File: src/rtl/muldiv_unit.sv
// Iterative 32-bit multiply/divide unit with architectural HI/LO registers.
// Shift-add multiply and restoring divide on magnitudes, one step per cycle,
// with the sign fixup applied as the result is written into HI/LO.
module muldiv_unit (
  input  logic        clk,
  input  logic        reset,
  input  logic        start,
  input  logic [1:0]  op,
  input  logic [31:0] OperandA,
  input  logic [31:0] OperandB,
  input  logic        WriteHi,
  input  logic        WriteLo,
  output logic        busy,
  output logic        done,
  output logic [31:0] Hi,
  output logic [31:0] Lo
);

  localparam int unsigned W      = 32;
  localparam int unsigned CNT_W  = 6;
  localparam int unsigned LAST_I = 31;

  typedef enum logic [1:0] {IDLE, RUN, FINISH} state_t;

  state_t             r_state, w_state_next;
  logic [CNT_W-1:0]   r_cnt;
  logic               r_is_div, r_neg_a, r_neg_b, r_div_zero;
  logic [W-1:0]       r_acc_hi, r_acc_lo, r_opnd;
  logic [W-1:0]       r_hi, r_lo;
  logic               r_busy, r_done;

  logic               w_signed, w_accept;
  logic [W-1:0]       w_abs_a, w_abs_b;
  logic [W:0]         w_sum, w_add, w_shift, w_diff;
  logic [W-1:0]       w_acc_hi_nxt, w_acc_lo_nxt;
  logic [2*W-1:0]     w_prod, w_prod_fix;
  logic [W-1:0]       w_quot, w_rem, w_res_hi, w_res_lo;

  assign busy = r_busy;
  assign done = r_done;
  assign Hi   = r_hi;
  assign Lo   = r_lo;

  // Operand capture: magnitudes for signed ops, raw values for unsigned ops
  assign w_signed = ~op[0];
  assign w_accept = (r_state == IDLE) && start;
  assign w_abs_a  = (w_signed && OperandA[W-1]) ? W'(-OperandA) : OperandA;
  assign w_abs_b  = (w_signed && OperandB[W-1]) ? W'(-OperandB) : OperandB;

  // State register
  always_ff @(posedge clk) begin
    if (reset) r_state <= IDLE;
    else       r_state <= w_state_next;
  end

  // Next-state logic
  always_comb begin
    w_state_next = r_state;
    case (r_state)
      IDLE:    if (start) w_state_next = RUN;
      RUN:     if (r_cnt == CNT_W'(LAST_I)) w_state_next = FINISH;
      FINISH:  w_state_next = IDLE;
      default: w_state_next = IDLE;
    endcase
  end

  // One multiply (shift-add) or divide (restoring) step on the accumulator
  always_comb begin
    w_sum   = {1'b0, r_acc_hi} + {1'b0, r_opnd};
    w_add   = r_acc_lo[0] ? w_sum : {1'b0, r_acc_hi};
    w_shift = {r_acc_hi, r_acc_lo[W-1]};
    w_diff  = w_shift - {1'b0, r_opnd};
    if (r_is_div) begin
      if (!w_diff[W]) begin
        w_acc_hi_nxt = w_diff[W-1:0];
        w_acc_lo_nxt = {r_acc_lo[W-2:0], 1'b1};
      end else begin
        w_acc_hi_nxt = w_shift[W-1:0];
        w_acc_lo_nxt = {r_acc_lo[W-2:0], 1'b0};
      end
    end else begin
      w_acc_hi_nxt = w_add[W:1];
      w_acc_lo_nxt = {w_add[0], r_acc_lo[W-1:1]};
    end
  end

  // Sign fixup; divide by zero forces an all-ones quotient
  always_comb begin
    w_prod     = {r_acc_hi, r_acc_lo};
    w_prod_fix = (r_neg_a ^ r_neg_b) ? (2*W)'(-w_prod) : w_prod;
    w_quot     = r_div_zero ? '1 :
                 ((r_neg_a ^ r_neg_b) ? W'(-r_acc_lo) : r_acc_lo);
    w_rem      = r_neg_a ? W'(-r_acc_hi) : r_acc_hi;
    w_res_hi   = r_is_div ? w_rem  : w_prod_fix[2*W-1:W];
    w_res_lo   = r_is_div ? w_quot : w_prod_fix[W-1:0];
  end

  // Operand latch and iteration datapath
  always_ff @(posedge clk) begin
    if (reset) begin
      r_cnt      <= '0;
      r_is_div   <= 1'b0;
      r_neg_a    <= 1'b0;
      r_neg_b    <= 1'b0;
      r_div_zero <= 1'b0;
      r_acc_hi   <= '0;
      r_acc_lo   <= '0;
      r_opnd     <= '0;
    end else if (w_accept) begin
      r_cnt      <= '0;
      r_is_div   <= op[1];
      r_neg_a    <= w_signed & OperandA[W-1];
      r_neg_b    <= w_signed & OperandB[W-1];
      r_div_zero <= (OperandB == '0);
      r_acc_hi   <= '0;
      r_acc_lo   <= op[1] ? w_abs_a : w_abs_b;
      r_opnd     <= op[1] ? w_abs_b : w_abs_a;
    end else if (r_state == RUN) begin
      r_cnt      <= r_cnt + CNT_W'(1);
      r_acc_hi   <= w_acc_hi_nxt;
      r_acc_lo   <= w_acc_lo_nxt;
    end
  end

  // Architectural HI/LO: result on FINISH, mthi/mtlo only while idle
  always_ff @(posedge clk) begin
    if (reset) begin
      r_hi <= '0;
      r_lo <= '0;
    end else if (r_state == FINISH) begin
      r_hi <= w_res_hi;
      r_lo <= w_res_lo;
    end else if (r_state == IDLE) begin
      if (WriteHi) r_hi <= OperandA;
      if (WriteLo) r_lo <= OperandA;
    end
  end

  // Handshake outputs registered from the next state
  always_ff @(posedge clk) begin
    if (reset) begin
      r_busy <= 1'b0;
      r_done <= 1'b0;
    end else begin
      r_busy <= (w_state_next == RUN);
      r_done <= (w_state_next == FINISH);
    end
  end

endmodule
File: config.mk
export PLATFORM = sky130hd
export DESIGN_NAME = muldiv_unit
export DESIGN_NICKNAME = d
export VERILOG_FILES = /design/src/rtl/muldiv_unit.sv
export SDC_FILE = /design/constraint.sdc
export NUM_CORES = 1
export LEC_CHECK = 0
export BUFFER_PORTS_ARGS = -buffer_cell sky130_fd_sc_hd__clkbuf_2
export CORE_MARGIN = 5
export CORE_UTILIZATION = 43
export CTS_CLUSTER_DIAMETER = 100
export CTS_CLUSTER_SIZE = 25
export DETAILED_ROUTE_END_ITERATION = 16
export GPL_ROUTABILITY_DRIVEN = 0
export GPL_TIMING_DRIVEN = 0
export HOLD_SLACK_MARGIN = 0.12
export PLACE_DENSITY_LB_ADDON = 0.25
export SKIP_CTS_REPAIR_TIMING = 1
export SLEW_MARGIN = 40
export SYNTH_ARGS = -nofsm -noshare
export SYNTH_HDL_FRONTEND = slang
export SYNTH_SLANG_ARGS = --single-unit
File: constraint.sdc
create_clock -name clk -period 3.8 [get_ports clk]
set_clock_uncertainty 0.05 [all_clocks]
set_input_delay 0.76 -clock clk [delete_from_list [all_inputs] [get_ports clk]]
set_output_delay 0.76 -clock clk [all_outputs]
set_load 0.01 [all_outputs]
==> flow_summary.toml <==
[run_status]
status = "finished clean"

[place]
place_area_um2 = 16200
hpwl_um = 50300
post-place-cells = 2638
portBuffers = 135

[cells_and_area]
num-fill-cells = 3540
nNetsFinal = 2348
final_cell_count_no_fill = 2674
post-route-cell-area_um2 = 16900
antenna_cells = 0
areaGrowthSynthToFinish_pct = 13.0
drive_above_1_share_pct = 11.5
postLayoutCoreUtil_pct = 49.1

[floorplan]
coreArea_um2 = 34500
io_pins = 137
start_util_pct = 43.5
row_count = 68
die-area_um2 = 38700
die_h_um = 197
die_w_um = 197

[global_route]
grt_max_degree = 19
grt_pass1_vias = 15500
overflow = 0
grt_pass1_wl_um = 93800
antenna_found_initial = 1
grt_util_all_layers_pct = 31.1

[drt]
drt-pass1-iter-count = 8
viasPerCell = 6.39
drt_iter0_markers = 2208
vias = 17100
drc_errors = 0
avgRoutedWirePerCell_um = 23.7
wl_um = 63300
drtAntennaViolNets = 0

[worst_setup_path]
critPathLaunch = "r_acc_lo[31]"
crit_path_start_kind = "flip-flop"
crit_end = "r_acc_hi[18]"
worstReg2RegStart = "r_acc_lo[31]"
worstPathRequired_ps = 4080
critPathArrivalTime_ps = 3920
worst-setup-path-type = "flip-flop to flip-flop"
rrSetupSlack_ps = 150
reg2reg_depth = 13
r2r_end = "r_acc_hi[18]"
cp-end-kind = "flip-flop"
cp_max_fo = 7

[synth]
syn_area_per_cell_um2 = 7.31
synthTopCellsByArea = "dfxtp_1 (23%), a21oi_1 (6.8%), nor2_1 (6.2%)"
synth_flop_cell = "dfxtp_1"
ys_warn_count = 0
synthTopCellsByCount = "nor2_1 (246), a21oi_1 (203), nand2_1 (196), dfxtp_1 (174), o21ai_0 (132)"
synth_most_common_cell = "nor2_1"
async_flop_share_pct = 0
synth_top_area_share_pct = 23.3
synth_cell_types = 91
synth-seq-area-share_pct = 23.3
synth.largest_area_cell = "dfxtp_1"
ys_seq_elements = 174
syn_area_um2 = 15000
syn_nets = 2190
synth_edf_count = 0
syn-instance-count = 2048

[power]
leakage_nw = 6.75
p_clk_share_pct = 27.9
p_sw_share_pct = 42.7
power.share.sequential_pct = 32.7
power_switching_mw = 2.79
powerDensity_nw_per_um2 = 386
ir_drop_uv = 369
p_int_mw = 3.74
combPwrFrac_pct = 39.4
finalPower_mw = 6.54

[timing]
tightest_slew_ps = 883
fin_crit_ps = 3650
rsz0062_at_grt = "no"
fin_crit_sh_pct = 95.9
finalHoldViolations = 0
slew_headroom_pct = 41.1
holdWs_ps = 405
slew_violations = 0
setup_viol = 0
fmax_mhz = 274

[clock_tree]
root_buffer = "clkbuf_16"
cts_tree = "done"
insertion_delay_ps = 460
h-tree-depth = 4
path_clk_slew_ps = 90
cts_buffers = 17
clock_path_buffers = 2
clock_sinks = 174

[worst_hold_path]
whs_path_depth = 2
min_from = "Lo[9]"
min_path_type = "flip-flop to flip-flop"

[run]
drv_cap = 0
[how the worst min path moves through the flow]
| stage | end | slack [ps] |
|---|---|---|
| floorplan | r_opnd[14] | 400 |
| global placement | Hi[27] | 390 |
| detailed placement | Lo[9] | 400 |
| CTS | Lo[9] | 410 |
| global route | Lo[2] | 430 |
| finish | Lo[9] | 400 |
[cells in the final DEF (no fill, tap or decap), drive strengths merged, types with 26 or more instances in the layout]
cell	Yosys	layout
o221ai	34	34
nor3	54	54
xor2	71	71
o211ai	40	40
nand2	196	196
nor2	247	247
o21ai	135	135
mux2i	54	54
nand3	27	27
dfxtp	174	174
ha	69	69
buf	23	26
inv	74	80
a211oi	58	58
clkbuf	120	273
a21oi	205	205
xnor2	105	105
[power groups by stage]
stage	registers, mW	clock network (mW)	logic (mW)
global route	2.14	1.89	2.75
global placement	2.17	0	2.38
CTS	2.12	1.81	2.42
finish	2.14	1.82	2.57
detailed placement	2.17	0	2.41
floorplan	2.11	0	1.65
[flip-flops by register name (all words and copies together), names as in the netlist, 2 cells and up]
name / count
r_cnt: 6
r_state: 2
Lo: 32
r_acc_hi: 32
r_acc_lo: 32
Hi: 32
r_opnd: 32
[routing by layer]
layer | global-route usage (%) | vias up | part of all wire (%)
li1 | - | 7763 | -
met2 | 46.7 | 1133 | 42
met1 | 42.5 | 7967 | 41
met3 | 7.13 | 228 | 11
met5 | 0 | - | 0.019
met4 | 14.7 | 2 | 5.7
[cell families (layout without fill, tap and decap cells)]
family / after synthesis / in the layout / share of synthesized area [%]
simple gates: 669 / 669 / 20.9
flops: 174 / 174 / 23.3
compound gates: 681 / 681 / 29.7
fa+ha+maj: 71 / 71 / 6.03
mux: 59 / 59 / 3.98
buf+inv: 218 / 389 / 5.63
xor+xnor: 176 / 176 / 10.4
[worst max-delay path: stages (launching register included)]
cell and delay (ps):
dfxtp_2 410, inv_1 100, ha_1 230, fa_1 400, nand2b_1 230, a21oi_2 240, o21ba_2 240, o221ai_2 180
o211ai_2 190, buf_4 190, xor2_4 280, mux2_2 380, a211oi_1 310, nor3_1 80
[stage by stage]
stage | worst slack [ps] | TNS [ps]
6_report | 154 | 0
5_1_grt | 4.79 | 0
4_1_cts | -350 | -1960
3_5_place_dp | -325 | -1430
3_3_place_gp | -242 | -781
2_1_floorplan | 662 | 0
[cell type report]
class,count,area (um2),area share (%)
timing repair buffer,139,706,4.17
multi-input combinational,1656,10700,63.4
clock buffer,17,425,2.51
clock inverter,15,153,0.902
tap,455,569,3.36
inverter,75,282,1.66
sequential,174,3490,20.6
buffer,143,573,3.39
(Power assumes the default switching activity.)
